--- src/rtl/rob_alloc_retire_ctrl_pkg.sv ---
// Shared reorder-buffer definitions: geometry, FSM encoding,
// retire width and completion pipe indices.
package rob_alloc_retire_ctrl_pkg;

   localparam int ROB_DEPTH = 16;
   localparam int TAG_W     = 4;
   localparam int RET_W     = 4;
   localparam int RUN_W     = 3;
   localparam int N_PIPES   = 4;

   typedef enum logic [1:0] {
      ST_RUN   = 2'd0,
      ST_FLUSH = 2'd1,
      ST_DRAIN = 2'd2
   } state_e;

   // Bit / slice index of each completion pipe; pipe1 is the MSB.
   typedef enum int {
      PIPE_BR   = 0,
      PIPE_LDST = 1,
      PIPE_ALU2 = 2,
      PIPE_ALU1 = 3
   } pipe_e;

endpackage

--- src/rtl/rob_alloc_retire_ctrl_if.sv ---
// Dispatch, completion, flush and retire bundle of the ROB
// controller; master drives requests, slave is the controller.
interface rob_alloc_retire_ctrl_if #(
   parameter int TAG_W = rob_alloc_retire_ctrl_pkg::TAG_W
);
   logic [1:0]         alloc_req_in;
   logic [1:0]         alloc_grant_out;
   logic [2*TAG_W-1:0] alloc_tag_out;
   logic [3:0]         complete_valid_in;
   logic [4*TAG_W-1:0] complete_tag_in;
   logic               flush_in;
   logic [TAG_W-1:0]   flush_tag_in;
   logic               ldm_stall_in;
   logic               drain_req_in;
   logic [3:0]         retire_valid_out;
   logic [4*TAG_W-1:0] retire_tag_out;
   logic               rob_full_out;
   logic               rob_empty_out;
   logic               drain_done_out;
   logic [TAG_W:0]     free_count_out;

   modport master (
      output alloc_req_in, complete_valid_in,
      output complete_tag_in, flush_in,
      output flush_tag_in, ldm_stall_in,
      output drain_req_in,
      input  alloc_grant_out, alloc_tag_out,
      input  retire_valid_out, retire_tag_out,
      input  rob_full_out, rob_empty_out,
      input  drain_done_out, free_count_out
   );

   modport slave (
      input  alloc_req_in, complete_valid_in,
      input  complete_tag_in, flush_in,
      input  flush_tag_in, ldm_stall_in,
      input  drain_req_in,
      output alloc_grant_out, alloc_tag_out,
      output retire_valid_out, retire_tag_out,
      output rob_full_out, rob_empty_out,
      output drain_done_out, free_count_out
   );

endinterface

--- src/rtl/rob_retire_scan.sv ---
// Head-relative run-length scan: counts consecutive retirable
// entries starting at head, capped at the retire width.
module rob_retire_scan #(
   parameter int ROB_DEPTH = rob_alloc_retire_ctrl_pkg::ROB_DEPTH,
   parameter int TAG_W     = rob_alloc_retire_ctrl_pkg::TAG_W
) (
   input  logic [ROB_DEPTH-1:0] ready_i,
   input  logic [TAG_W-1:0]     head_i,
   output logic [2:0]           run_len_o
);
   import rob_alloc_retire_ctrl_pkg::*;

   logic             stop;
   logic [TAG_W-1:0] idx;

   always_comb begin
      run_len_o = '0;
      stop      = 1'b0;
      idx       = '0;
      for (int k = 0; k < RET_W; k++) begin
         idx = head_i + TAG_W'(k);
         if (!stop && ready_i[idx])
            run_len_o = run_len_o + 3'd1;
         else
            stop = 1'b1;
      end
   end

endmodule

--- src/rtl/rob_alloc_retire_ctrl.sv ---
// Reorder-buffer allocate/complete/retire control with
// mispeculation flush and drain-to-empty sequencing.
module rob_alloc_retire_ctrl #(
   parameter int ROB_DEPTH = rob_alloc_retire_ctrl_pkg::ROB_DEPTH,
   parameter int TAG_W     = rob_alloc_retire_ctrl_pkg::TAG_W
) (
   input logic                    clk_in,
   input logic                    reset_n_in,
   rob_alloc_retire_ctrl_if.slave bus
);
   import rob_alloc_retire_ctrl_pkg::*;

   localparam int CW = TAG_W + 1;

   state_e                 state_q, state_d;
   logic                   ret_drain_q, ret_drain_d;
   logic [TAG_W-1:0]       head_q, head_d;
   logic [TAG_W-1:0]       tail_q, tail_d;
   logic [CW-1:0]          count_q, count_d;
   logic [ROB_DEPTH-1:0]   valid_q, valid_d;
   logic [ROB_DEPTH-1:0]   done_q, done_d;
   logic [RET_W-1:0]       rvld_q, rvld_d;
   logic [RET_W*TAG_W-1:0] rtag_q, rtag_d;
   logic                   drain_done_q, drain_done_d;

   logic [CW-1:0]        free;
   logic [1:0]           grant;
   logic [1:0]           n_grant;
   logic [TAG_W-1:0]     tag1, tag0;
   logic                 flush_ok;
   logic [TAG_W-1:0]     new_tail, n_sq, sq_idx;
   logic [ROB_DEPTH-1:0] squash, ready;
   logic [RUN_W-1:0]     run_len, n_ret;
   logic [TAG_W-1:0]     idx, ctag;

   assign free = CW'(ROB_DEPTH) - count_q;

   always_comb begin
      grant = 2'b00;
      if (state_q == ST_RUN && !bus.flush_in &&
          !bus.drain_req_in && free != '0) begin
         unique case (bus.alloc_req_in)
            2'b11:   grant = (free == CW'(1)) ? 2'b10 : 2'b11;
            2'b10:   grant = 2'b10;
            2'b01:   grant = 2'b01;
            default: grant = 2'b00;
         endcase
      end
      n_grant = {1'b0, grant[1]} + {1'b0, grant[0]};
      tag1    = tail_q;
      tag0    = bus.alloc_req_in[1] ? tail_q + TAG_W'(1) : tail_q;
   end

   // Squash window is flush_tag+1 .. tail-1, walked from the new tail.
   always_comb begin
      flush_ok = bus.flush_in && valid_q[bus.flush_tag_in];
      new_tail = bus.flush_tag_in + TAG_W'(1);
      n_sq     = tail_q - new_tail;
      squash   = '0;
      sq_idx   = '0;
      if (flush_ok) begin
         for (int k = 0; k < ROB_DEPTH; k++) begin
            sq_idx = new_tail + TAG_W'(k);
            if (TAG_W'(k) < n_sq)
               squash[sq_idx] = 1'b1;
         end
      end
      ready = valid_q & done_q & ~squash;
   end

   rob_retire_scan #(
      .ROB_DEPTH (ROB_DEPTH),
      .TAG_W     (TAG_W)
   ) u_scan (
      .ready_i   (ready),
      .head_i    (head_q),
      .run_len_o (run_len)
   );

   always_comb begin
      n_ret = '0;
      if (state_q != ST_FLUSH && !bus.ldm_stall_in)
         n_ret = run_len;
      valid_d = valid_q & ~squash;
      done_d  = done_q;
      rvld_d  = '0;
      rtag_d  = '0;
      idx     = '0;
      ctag    = '0;
      for (int k = 0; k < RET_W; k++) begin
         idx = head_q + TAG_W'(k);
         if (RUN_W'(k) < n_ret) begin
            valid_d[idx] = 1'b0;
            rvld_d[RET_W-1-k] = 1'b1;
            rtag_d[(RET_W-1-k)*TAG_W +: TAG_W] = idx;
         end
      end
      for (int p = 0; p < N_PIPES; p++) begin
         ctag = bus.complete_tag_in[p*TAG_W +: TAG_W];
         if (bus.complete_valid_in[p] &&
             valid_q[ctag] && !squash[ctag])
            done_d[ctag] = 1'b1;
      end
      if (grant[1]) begin
         valid_d[tag1] = 1'b1;
         done_d[tag1]  = 1'b0;
      end
      if (grant[0]) begin
         valid_d[tag0] = 1'b1;
         done_d[tag0]  = 1'b0;
      end
      head_d = head_q + TAG_W'(n_ret);
      if (flush_ok) begin
         tail_d  = new_tail;
         count_d = count_q - CW'(n_sq) - CW'(n_ret);
      end else begin
         tail_d  = tail_q + TAG_W'(n_grant);
         count_d = count_q + CW'(n_grant) - CW'(n_ret);
      end
   end

   // A flush taken in DRAIN remembers to come back to DRAIN.
   always_comb begin
      state_d      = state_q;
      ret_drain_d  = ret_drain_q;
      drain_done_d = 1'b0;
      if (flush_ok) begin
         state_d = ST_FLUSH;
         if (state_q != ST_FLUSH)
            ret_drain_d = (state_q == ST_DRAIN);
      end else begin
         unique case (state_q)
            ST_RUN: begin
               if (bus.drain_req_in)
                  state_d = ST_DRAIN;
            end
            ST_FLUSH: begin
               state_d = ret_drain_q ? ST_DRAIN : ST_RUN;
            end
            ST_DRAIN: begin
               if (count_q == '0) begin
                  state_d      = ST_RUN;
                  drain_done_d = 1'b1;
               end
            end
            default: state_d = ST_RUN;
         endcase
      end
   end

   always_ff @(posedge clk_in or negedge reset_n_in) begin
      if (!reset_n_in) begin
         state_q      <= ST_RUN;
         ret_drain_q  <= 1'b0;
         head_q       <= '0;
         tail_q       <= '0;
         count_q      <= '0;
         valid_q      <= '0;
         done_q       <= '0;
         rvld_q       <= '0;
         rtag_q       <= '0;
         drain_done_q <= 1'b0;
      end else begin
         state_q      <= state_d;
         ret_drain_q  <= ret_drain_d;
         head_q       <= head_d;
         tail_q       <= tail_d;
         count_q      <= count_d;
         valid_q      <= valid_d;
         done_q       <= done_d;
         rvld_q       <= rvld_d;
         rtag_q       <= rtag_d;
         drain_done_q <= drain_done_d;
      end
   end

   assign bus.alloc_grant_out  = grant;
   assign bus.alloc_tag_out    = {tag1, tag0};
   assign bus.free_count_out   = free;
   assign bus.rob_full_out     = (count_q == CW'(ROB_DEPTH));
   assign bus.rob_empty_out    = (count_q == '0);
   assign bus.retire_valid_out = rvld_q;
   assign bus.retire_tag_out   = rtag_q;
   assign bus.drain_done_out   = drain_done_q;

endmodule

--- src/flat_wrapper.sv ---
// flat-port wrapper written by rule: the top's interface ports become plain ports
module rob_alloc_retire_ctrl_flat import rob_alloc_retire_ctrl_pkg::*;
#(
   parameter int ROB_DEPTH = rob_alloc_retire_ctrl_pkg::ROB_DEPTH,
   parameter int TAG_W     = rob_alloc_retire_ctrl_pkg::TAG_W
)
  (clk_in, reset_n_in, bus_alloc_req_in, bus_complete_valid_in, bus_complete_tag_in, bus_flush_in, bus_flush_tag_in, bus_ldm_stall_in, bus_drain_req_in, bus_alloc_grant_out, bus_alloc_tag_out, bus_retire_valid_out, bus_retire_tag_out, bus_rob_full_out, bus_rob_empty_out, bus_drain_done_out, bus_free_count_out);
  rob_alloc_retire_ctrl_if #(.TAG_W(TAG_W)) bus_i ();
  input logic clk_in;
  input logic reset_n_in;
  input wire logic [$bits(bus_i.alloc_req_in)-1:0] bus_alloc_req_in;
  input wire logic [$bits(bus_i.complete_valid_in)-1:0] bus_complete_valid_in;
  input wire logic [$bits(bus_i.complete_tag_in)-1:0] bus_complete_tag_in;
  input wire logic [$bits(bus_i.flush_in)-1:0] bus_flush_in;
  input wire logic [$bits(bus_i.flush_tag_in)-1:0] bus_flush_tag_in;
  input wire logic [$bits(bus_i.ldm_stall_in)-1:0] bus_ldm_stall_in;
  input wire logic [$bits(bus_i.drain_req_in)-1:0] bus_drain_req_in;
  output wire logic [$bits(bus_i.alloc_grant_out)-1:0] bus_alloc_grant_out;
  output wire logic [$bits(bus_i.alloc_tag_out)-1:0] bus_alloc_tag_out;
  output wire logic [$bits(bus_i.retire_valid_out)-1:0] bus_retire_valid_out;
  output wire logic [$bits(bus_i.retire_tag_out)-1:0] bus_retire_tag_out;
  output wire logic [$bits(bus_i.rob_full_out)-1:0] bus_rob_full_out;
  output wire logic [$bits(bus_i.rob_empty_out)-1:0] bus_rob_empty_out;
  output wire logic [$bits(bus_i.drain_done_out)-1:0] bus_drain_done_out;
  output wire logic [$bits(bus_i.free_count_out)-1:0] bus_free_count_out;
  assign bus_i.alloc_req_in = bus_alloc_req_in;
  assign bus_i.complete_valid_in = bus_complete_valid_in;
  assign bus_i.complete_tag_in = bus_complete_tag_in;
  assign bus_i.flush_in = bus_flush_in;
  assign bus_i.flush_tag_in = bus_flush_tag_in;
  assign bus_i.ldm_stall_in = bus_ldm_stall_in;
  assign bus_i.drain_req_in = bus_drain_req_in;
  assign bus_alloc_grant_out = bus_i.alloc_grant_out;
  assign bus_alloc_tag_out = bus_i.alloc_tag_out;
  assign bus_retire_valid_out = bus_i.retire_valid_out;
  assign bus_retire_tag_out = bus_i.retire_tag_out;
  assign bus_rob_full_out = bus_i.rob_full_out;
  assign bus_rob_empty_out = bus_i.rob_empty_out;
  assign bus_drain_done_out = bus_i.drain_done_out;
  assign bus_free_count_out = bus_i.free_count_out;
  rob_alloc_retire_ctrl #(.ROB_DEPTH(ROB_DEPTH), .TAG_W(TAG_W)) u_core (.clk_in(clk_in), .reset_n_in(reset_n_in), .bus(bus_i));
endmodule
--- config.mk ---
export PLATFORM = sky130hd
export DESIGN_NAME = rob_alloc_retire_ctrl_flat
export DESIGN_NICKNAME = d
export VERILOG_FILES = /design/src/rtl/rob_alloc_retire_ctrl_pkg.sv /design/src/rtl/rob_alloc_retire_ctrl_if.sv /design/src/rtl/rob_retire_scan.sv /design/src/rtl/rob_alloc_retire_ctrl.sv /design/src/flat_wrapper.sv
export SDC_FILE = /design/constraint.sdc
export NUM_CORES = 1
export LEC_CHECK = 0
export ABC_AREA = 1
export CAP_MARGIN = 10
export CELL_PAD_IN_SITES_DETAIL_PLACEMENT = 0
export CELL_PAD_IN_SITES_GLOBAL_PLACEMENT = 1
export CORE_ASPECT_RATIO = 1.1
export CORE_MARGIN = 1
export CORE_UTILIZATION = 45
export CTS_CLUSTER_DIAMETER = 150
export DETAILED_ROUTE_END_ITERATION = 12
export GPL_TIMING_DRIVEN = 0
export HOLD_SLACK_MARGIN = 0.15
export PLACE_DENSITY = 0.95
export SLEW_MARGIN = 20
export SYNTH_ARGS = -nofsm -noshare
export SYNTH_HDL_FRONTEND = slang
export SYNTH_SLANG_ARGS = --single-unit
--- constraint.sdc ---
create_clock -name clk_in -period 9.44 [get_ports clk_in]
set_input_delay 2.832 -clock clk_in [delete_from_list [all_inputs] [get_ports clk_in]]
set_output_delay 2.832 -clock clk_in [all_outputs]
set_load 0.05 [all_outputs]
Word level (Yosys, flattened, before mapping)
Cells that the tools add are included.

cells by class
  $add $sub $neg = 32
  magnitude comparators = 73
  eq/ne operators = 10
  mux-type cells = 152
  bitwise logic cells = 37
  reductions and logical operators = 56

operator list
  kind                                                         count
  2-to-1 mux 16 bit                                            44
  OR 16 bit                                                    21
  bitwise AND 16 bit                                           9
  less-than comparator 4 x 5 -> 1 bit (second input constant)  27
  inverter 16 bit                                              7
  demux 1 bit (select 4 bit)                                   26
  >= comparator 4 x 1 -> 1 bit (second input constant)         26
  binary-select mux 1 bit (select 4 bit)                       13
  2-to-1 mux 1 bit                                             51
  logical AND 1 bit                                            42
  adder 4 bit (second input constant)                          8
  less-than comparator 4 bit (first input constant)            8
  2-to-1 mux 4 bit                                             6
  adder 4 x 1 -> 4 bit (second input constant)                 4
  adder 4 x 2 -> 4 bit (second input constant)                 4
  adder 4 x 3 -> 4 bit (second input constant)                 4
  less-than comparator 3 x 4 -> 1 bit (first input constant)   4
  2-to-1 mux 2 bit                                             6
  case mux 2 bit (3 select lines)                              2
  subtractor 5 x 3 -> 5 bit                                    2
  logical NOT 1 bit                                            9
  2-to-1 mux 3 bit                                             3
  less-than comparator 1 x 4 -> 1 bit (first input constant)   2
  less-than comparator 2 x 4 -> 1 bit (first input constant)   2
  22 further kinds                                             30

storage, ports and cells
  register bits = 69
  input port bits = 31

Longest topological paths before layout
Gate-level depths: netlist (run 1).

  word-level depth = 77
  depth in mapped cells = 45
  gate-level depth less buffers = 42

Modules after synthesis
Synthesis (run 1) repeated with hierarchy kept, for this count alone.

unflattened totals
  cells, all modules = 1852
  area, all modules = 10216.0 µm²

by module, submodules not included
  module                 instances  cells an instance  area each (µm²)
  rob_alloc_retire_ctrl  1          1678               9396.5
  rob_retire_scan        1          174                819.5

Least setup slack after synthesis (run 1)
OpenSTA, ideal clock, no wires.

  kind = input to register
  start point = input bus_flush_tag_in[0]
  end point = register u_core.count_q[4]
  setup time = 0.083 ns
  arrival time = 7.723 ns
  required time = 9.357 ns
  setup slack = 1.634 ns
  cell stages on the path = 43
  path buffers = 3
  cells stage by stage = buf_2 -> inv_2 -> ha_1 -> inv_2 -> nand2_1 -> and2_1 -> ha_1 -> inv_1 -> nand2_1 -> inv_1 -> nand3_1 -> nand2_1 -> buf_6 -> nand3_2 -> nand2_2 -> buf_2 -> nand2_1 -> nand2_1 -> [7 not listed] -> nand2_1 -> nand3_1 -> nand2_1 -> nor2_4 -> inv_2 -> nand2_1 -> nand2_1 -> inv_1 -> ha_1 -> nor2_2 -> nor2_4 -> fa_1 -> inv_1 -> fa_1 -> nand3_1 -> nand2_1 -> xnor2_1 -> o21ai_0

on the way
  longest elaborated chain between the ends = 67
  elaborated cells on any way between the ends = 193
  classes of those cells = add/sub: 23; order compare: 48; mux: 83; bitwise: 17; reduce/logical: 22

ends and longest elaborated chain
  element                                                                                       line                          text
  start: declaration                                                                            flat_wrapper.sv:15            input wire logic [$bits(bus_i.flush_tag_in)-1:0] bus_flush_tag_in;
  parallel branches: the longest is 66 deep, another holds less-than comparator 4 x 5 -> 1 bit  n/a
  2-to-1 mux 5 bit *                                                                            rob_alloc_retire_ctrl.sv:113  if (flush_ok) begin
  net u_core.count_d[4]                                                                         rob_alloc_retire_ctrl.sv:19   logic [CW-1:0] count_q, count_d;
  end signal: assignment                                                                        rob_alloc_retire_ctrl.sv:168  count_q <= count_d;
  end: declaration                                                                              rob_alloc_retire_ctrl.sv:19

Mark *: on every way through the listed nets, which the timed path passes. The select of a mux whose other input is x is not followed.
A chain may end at the register's enable or synchronous reset.

Worst setup path in the final report (run 1)
  start point = input bus_flush_tag_in[1]
  end point = register u_core.count_q[4]

Same word-level chain as after synthesis.

==> metrics.md, run 1 <==
| Metric | Value |
|---|---|
| Post-Route WL | 45.9 mm |
| Vert. Die Dim | 158 µm |
| Leakage power | 5.79 nW |
| Drt drc | 0 |
| Rel. slew slack | 0.377 |
| Async S/R FF share, synth | 1.00 |
| CTS sink cnt | 69 |
| Skew final | 0.0141 ns |
| Pre-antenna DRT Iters | 7 |
| IO Count | 69 |
| Iter 0 DRT Violations | 1586 |
| Status | completed |
| FF-to-FF End | u_core.count_q[4] |
| Synth top area share | 0.229 |
| Reg clk slew, reported paths | 0.06 ns |
| Worst Hold Class | flop to flop |
| Routed len/inst | 20.8 µm |
| WS Path Type | input pin to flop |
| Cells on worst reg2reg path | 33 |
| Initial core utilization | 0.464 |
| Register area share after synthesis | 0.172 |
| Worst setup EP type | flop |
| Crit path max-delay family | simple AND/OR/NAND/NOR gates |
| Commonest non-fill, non-tap cell in the layout | nand2_1 |
| Final GP Congestion | 1.06 |
| Final worst slack | 0.285 ns |
| Post-Synthesis Cell Area | 0.0100 mm² |
| Netlist cell types | 46 |
| Crit path DAT | 9.36 ns |
| Worst Max-Slew Pin Slew | 0.934 ns |
| Gate Count Post-Synth | 1826 |
| Share of cells above drive strength 1 | 0.0693 |
| Htree depth | 3 |
| Syn_area_per_cell | 5.49 µm² |
| Commonest cells after routing, fill and taps aside | nand2_1, nor2_1, nand3_1, inv_1, dfrtp_1 |
| Max FO, Critical Path | 10 |
| N_diodes | 0 |
| Synthesized Nets | 1903 |
| Die width | 144 µm |
| Routed Antenna Nets | 0 |
| Cell repeated most along the worst path | nand2_1 |
| Setup WS pre-CTS | -0.340 ns |
| Clock Latency Late Sink | 0.34 ns |
| Synth area leader | nand2_1 |
| Total track usage | 0.411 |
| Layout Nets | 1990 |
| PortBufs | 68 |
| Endpoints failing hold | 0 |
| Hpwl dp | 35.3 mm |
| Core ar. | 0.0216 mm² |
| Crit. path cell count | 37 |
| Area of the die | 0.0229 mm² |
| Max Cap Violations | 0 |
| Reg2reg start | u_core.tag1[1] |
| Gr ovfl total | 0 |
| First-pass GRT wire length | 69.3 mm |
| Slowest stage delay, CP | 0.54 ns |
| CTS buffer count | 9 |
| Flop2flop setup slack | 3.51 ns |
| Synthesized flop and latch total | 69 |
| Final hold slack | 0.535 ns |
| Clock Tree Root | clkbuf_16 |
| Worst endpoint required time | 9.65 ns |
| Vias in the first global route | 12106 |
| Vias per inst | 5.85 |
| CP Capture Point | u_core.count_q[4] |
| Sum of buffers and inverters on the critical path | 8 |
| CTS tree | done |
| Slew Limit Fails | 0 |
| Peak Freq | 109 MHz |
| Initial antenna violation count | 1 |
| Hold Buf Count CTS | 0 |
| Final worst path period need | 9.16 ns |
| Area delta synth->final | 15.4% |
| Fin crit share | 0.970 |
| CP startpoint | bus_flush_tag_in[1] |
| CTS Buffer Depth | 2 |
| Vias | 12918 |
| EDFF count, synth | 0 |
| Setup crit start kind | input pin |
| Largest net degree at the start of global routing | 41 |
| Yosys warnings | 0 |
| Pwr dens | 323 mW/mm² |
| Row cnt | 56 |
| Final setup viols | 0 |
| Peak supply drop | 0.317 mV |
| Largest cells by area after synthesis | nand2_1, dfrtp_1, nor2_1 |
| Crit-path slowest cell | clkdlybuf4s50_1 |
| Top_reg_cell synth | dfrtp_1 |
-- synthesized netlist by cell type (2+ instances only) --
master	n
nand3b_1	7
dfrtp_1	69
buf_1	3
clkbuf_1	19
a221oi_1	2
ha_1	39
o21ai_2	2
buf_4	5
inv_1	216
clkinv_1	9
o21ai_0	54
nand2_4	7
a21boi_0	3
nor2_1	302
o221ai_1	8
a22oi_1	8
nand3_2	7
nand2_1	612
and2_1	2
xnor2_1	7
o2111ai_1	2
nand4_1	18
o21bai_1	5
o21ai_4	2
xor2_1	9
nor2_2	4
o211ai_1	2
fa_1	7
o22ai_1	52
o21a_1	7
nor2_4	8
o21ai_1	3
a21oi_1	40
inv_2	12
buf_2	16
buf_6	10
nand3_1	217
nor3_1	9
a31oi_1	3
nand2_2	13
-- power breakdown --
part	switching, W	total, W	internal [W]
registers	0.000123	0.000529	0.000407
logic	0.00205	0.00286	0.000804
clock network	0.000145	0.000351	0.000206
-- per-stage QoR --
stage                      util  instance area, µm²  setup TNS, ns  std cells  power [W]
after floorplan               -               10000              0       1826    0.00232
after global placement    0.512               11100         -0.469       2184    0.00318
after detailed placement  0.513               11100         -0.832       2185    0.00320
after CTS                 0.527               11400              0       2201    0.00357
after global routing      0.536               11600         -0.105       2208    0.00394
final                     0.536               11600              0       2208    0.00374
-- tightest hold or removal path: stages (launching register included) --
cell	delay, ns
dfrtp_1	0.36
o21ai_0	0.08
o21ai_0	0.06
-- logic make-up (layout without fill, tap and decap cells) --
logic type               after synthesis  count (layout)  share of synthesized area
flip-flops                            69              69                      0.172
adder cells (fa/ha/maj)               46              46                     0.0627
XOR/XNOR                              16              16                     0.0140
buffers and inverters                290             382                      0.120
AND/OR/NAND/NOR                     1208            1208                      0.510
AO/OA/AOI/OAI                        197             197                      0.121
-- layout make-up --
cell class	count	area [µm²]
Buffer	53	327
Clock buffer	9	225
Clock inverter	7	73.8
Fill cell	2339	10000
Inverter	237	893
Multi-Input combinational cell	1467	7190
Sequential cell	69	1730
Tap cell	290	363
Timing Repair Buffer	76	763
-- worst min path at each step --
stage / depth (start not counted) / from / endpoint / slack, ns
3_5_place_dp: 2 / u_core.ret_drain_q / u_core.ret_drain_q / 0.52
5_1_grt: 2 / u_core.ret_drain_q / u_core.ret_drain_q / 0.56
4_1_cts: 2 / u_core.ret_drain_q / u_core.ret_drain_q / 0.53
3_3_place_gp: 2 / u_core.ret_drain_q / u_core.ret_drain_q / 0.50
2_1_floorplan: 2 / u_core.ret_drain_q / u_core.ret_drain_q / 0.47
6_report: 2 / u_core.ret_drain_q / u_core.ret_drain_q / 0.54
-- registers in the layout, indices dropped and copies added (netlist names) --
name                         flops
u_core.valid_q                  16
u_core.tag1                      4
u_core.ret_drain_q               1
u_core.bus.retire_valid_out      4
u_core.bus.drain_done_out        1
u_core.state_q                   2
u_core.count_q                   5
u_core.bus.retire_tag_out       16
u_core.head_q                    4
u_core.done_q                   16
-- routing by layer --
| layer | vias to the layer above | share of wire | GRT usage |
|---|---|---|---|
| li1 | 5999 | - | - |
| met4 | 2 | 0.058 | 0.232 |
| met2 | 855 | 0.43 | 0.628 |
| met1 | 5866 | 0.39 | 0.516 |
| met5 | - | 0.00024 | 0 |
| met3 | 196 | 0.12 | 0.116 |
-- what timing repair did --
item / in CTS / in global routing
resized for setup: 0 / 36
setup endpoints to repair: 0 / 4
setup buffers: 0 / 7
Power figures use the tool's default switching activity.
==> run 2, diff against run 1 <==
--- a/config.mk
+++ b/config.mk
@@ -11,12 +11,13 @@
 export CELL_PAD_IN_SITES_GLOBAL_PLACEMENT = 1
 export CORE_ASPECT_RATIO = 1.1
 export CORE_MARGIN = 1
-export CORE_UTILIZATION = 45
+export CORE_UTILIZATION = 38
 export CTS_CLUSTER_DIAMETER = 150
 export DETAILED_ROUTE_END_ITERATION = 12
 export GPL_TIMING_DRIVEN = 0
 export HOLD_SLACK_MARGIN = 0.15
-export PLACE_DENSITY = 0.95
+export PLACE_DENSITY = 0.87
+export SETUP_SLACK_MARGIN = 0.2
 export SLEW_MARGIN = 20
 export SYNTH_ARGS = -nofsm -noshare
 export SYNTH_HDL_FRONTEND = slang
==> constraint.sdc (replaced) <==
create_clock -name clk_in -period 7.7 [get_ports clk_in]
set_input_delay 2.31 -clock clk_in [delete_from_list [all_inputs] [get_ports clk_in]]
set_output_delay 2.31 -clock clk_in [all_outputs]
set_load 0.05 [all_outputs]
==> run 2 against run 1 <==
Hold slack better by 0.0047 ns. Sequential cell count stayed put. Register-to-register slack got worse by 1.2 ns. Cell area up 8.8%. Critical path depth down 2. Die area is 18% higher. Clock power up 24%. Global-route usage decreased by 4.5 points. Power grew 39%. Sequential power increased by 23%. Worst setup slack improved by 0.087 ns.
==> metrics.md, run 2 (synthesis gave the netlist of run 1 again) <==
| Metric | Value |
|---|---|
| Status | completed |
| Largest net degree at the start of global routing | 39 (-4.9%) |
| FF-to-FF End | u_core.count_q[4] |
| Placed cell count | 2241 (+2.6%) |
| Fin cells | 2316 (+4.9%) |
| Multi-input logic area | 0.00757 mm² (+5.3%) |
| Core ar. | 0.0256 mm² (+18%) |
| Final worst path period need | 7.33 ns |
| Routed len/inst | 21.1 µm (+1.6%) |
| Htree depth | 3 (unchanged) |
| Die width | 157 µm (+8.7%) |
| Max FO, Critical Path | 10 (unchanged) |
| Cell area after layout | 0.0126 mm² (+8.8%) |
| Iter 0 DRT Violations | 1527 (-3.7%) |
| CTS Buffer Depth | 2 (unchanged) |
| Max Cap Violations | 0 (unchanged) |
| Vert. Die Dim | 172 µm (+8.7%) |
| Worst setup EP type | flop |
| Hold Buf Count CTS | 0 (unchanged) |
| Finished Core Util | 0.492 (-0.0436) |
| Worst Hold Class | flop to flop |
| Crit-path slowest cell | clkdlybuf4s50_1 |
| Worst endpoint required time | 7.92 ns (-1.73 ns) |
| Pre-antenna DRT Iters | 7 (unchanged) |
| CTS buffer count | 9 (unchanged) |
| Layout Nets | 2042 (+2.6%) |
| Peak Freq | 136 MHz |
| Share of cells above drive strength 1 | 0.130 (+0.0611) |
| Routed Antenna Nets | 0 (unchanged) |
| Final GP Congestion | 1.06 (about the same) |
| Cell repeated most along the worst path | nand2_1 |
| Commonest non-fill, non-tap cell in the layout | nand2_1 |
| FILL cells | 2798 (+20%) |
| Fin crit share | 0.952 |
| IO Count | 69 (unchanged) |
| Worst Max-Slew Pin Slew | 0.667 ns (-0.266 ns) |
| Worst Hold Launch | u_core.ret_drain_q |
| Skew final | 0.0104 ns (-0.00368 ns) |
| Area of the die | 0.0270 mm² (+18%) |
| Reg2reg start | u_core.tag1[1] |
| Flop2flop setup slack | 2.33 ns (-1.18 ns) |
| Gr ovfl total | 0 (unchanged) |
| Clock Tree Root | clkbuf_16 |
| Total track usage | 0.365 (-0.0453) |
| Reg clk slew, reported paths | 0.06 ns (about the same) |
| Area after DPL | 0.0111 mm² (+0.63%) |
| Area delta synth->final | 25.6% |
| Crit path DAT | 7.55 ns (-1.81 ns) |
| Slowest stage delay, CP | 0.52 ns (-0.02 ns) |
| WS Path Type | input pin to flop |
| N_diodes | 0 (unchanged) |
| Initial core utilization | 0.392 (-0.0724) |
| CTS tree | done |
| Hold Path End | u_core.ret_drain_q |
| Initial antenna violation count | 0 (-1) |
| Cells on worst reg2reg path | 38 (+15%) |
| RSZ-0062 raised after global routing | no |
| WHS Path Cells | 2 (unchanged) |
| Post-Route WL | 48.9 mm (+6.5%) |
| Final setup viols | 0 (unchanged) |
| Clock Latency Late Sink | 0.34 ns (about the same) |
| Vias in the first global route | 12438 (+2.7%) |
| PortBufs | 68 (unchanged) |
| CTS sink cnt | 69 (unchanged) |
| Drt drc | 0 (unchanged) |
| Row cnt | 61 (+8.9%) |
| Register area | 0.00173 mm² (unchanged) |
| Commonest cells after routing, fill and taps aside | nand2_1, nor2_1, inv_1, nand3_1, dfrtp_1 |
| First-pass GRT wire length | 73.1 mm (+5.5%) |
| PnR Total Power | 0.00518 W (+39%) |
| Vias per inst | 5.71 (-2.5%) |
| Setup crit start kind | input pin |
| Hpwl dp | 36.1 mm (+2.3%) |
| Rel. slew slack | 0.555 (+0.178) |
| Endpoints failing hold | 0 (unchanged) |
| Pwr dens | 412 mW/mm² (+27%) |
| Final hold slack | 0.540 ns (+0.00473 ns) |
| Slew Limit Fails | 0 (unchanged) |
| Vias | 13213 (+2.3%) |
| Leakage power | 6.23 nW (+7.5%) |
| Peak supply drop | 0.384 mV (+21%) |
run 2: how the worst max path moves through the flow:
stage / from / endpoint / cells past startpoint
after global routing: bus_flush_tag_in[2] / u_core.count_q[4] / 37
final: bus_flush_tag_in[2] / u_core.count_q[4] / 35
after global placement: bus_flush_tag_in[1] / u_core.count_q[4] / 35
after CTS: bus_flush_tag_in[1] / u_core.count_q[4] / 41
after floorplan: bus_flush_tag_in[0] / u_core.count_q[4] / 43
after detailed placement: bus_flush_tag_in[1] / u_core.count_q[4] / 35
run 2: stage by stage:
step	TNS, ns	worst slack [ns]
floorplan	0	0.416
global placement	-33.73	-1.62
detailed placement	-37.21	-1.71
CTS	0	0.201
global route	0	0.118
finish	0	0.372
run 2: critical path: cells and delay by family:
family,cells,cell delay [ns]
and+or+nand+nor,24,2.79
buffers and inverters,6,1.12
adders and majority gates,3,1.07
xor gates and xnor gates,1,0.15
AOI/OAI and AO/OA,1,0.08
run 2: routing by layer:
layer | share of wire | vias up | track usage
li1 | - | 6112 | -
met1 | 0.39 | 6036 | 0.464
met2 | 0.44 | 859 | 0.575
met3 | 0.11 | 206 | 0.0739
met4 | 0.063 | 0 | 0.209
met5 | 0 | - | 0
run 2: cell type report:
class                      count  share of cell area
tap                          346              0.0344
buffer                        53              0.0308
sequential                    69               0.137
clock buffer                  11              0.0193
inverter                     237              0.0726
timing repair buffer         128              0.0994
clock inverter                 5             0.00477
multi-input combinational   1467               0.601
run 2: power breakdown:
| part | switching [W] | leakage, nW | internal [W] |
|---|---|---|---|
| clock | 0.000173 | 0.146 | 0.000261 |
| sequential | 0.000150 | 0.888 | 0.000499 |
| combinational | 0.00277 | 5.19 | 0.00132 |
run 2: what timing repair did:
item	CTS	global route
endpoints found under the hold margin	0	0
gates resized for setup	103	68
endpoints found under the setup margin	45	4
setup buffers	42	14
pin swaps	23	36
gates cloned	2	1
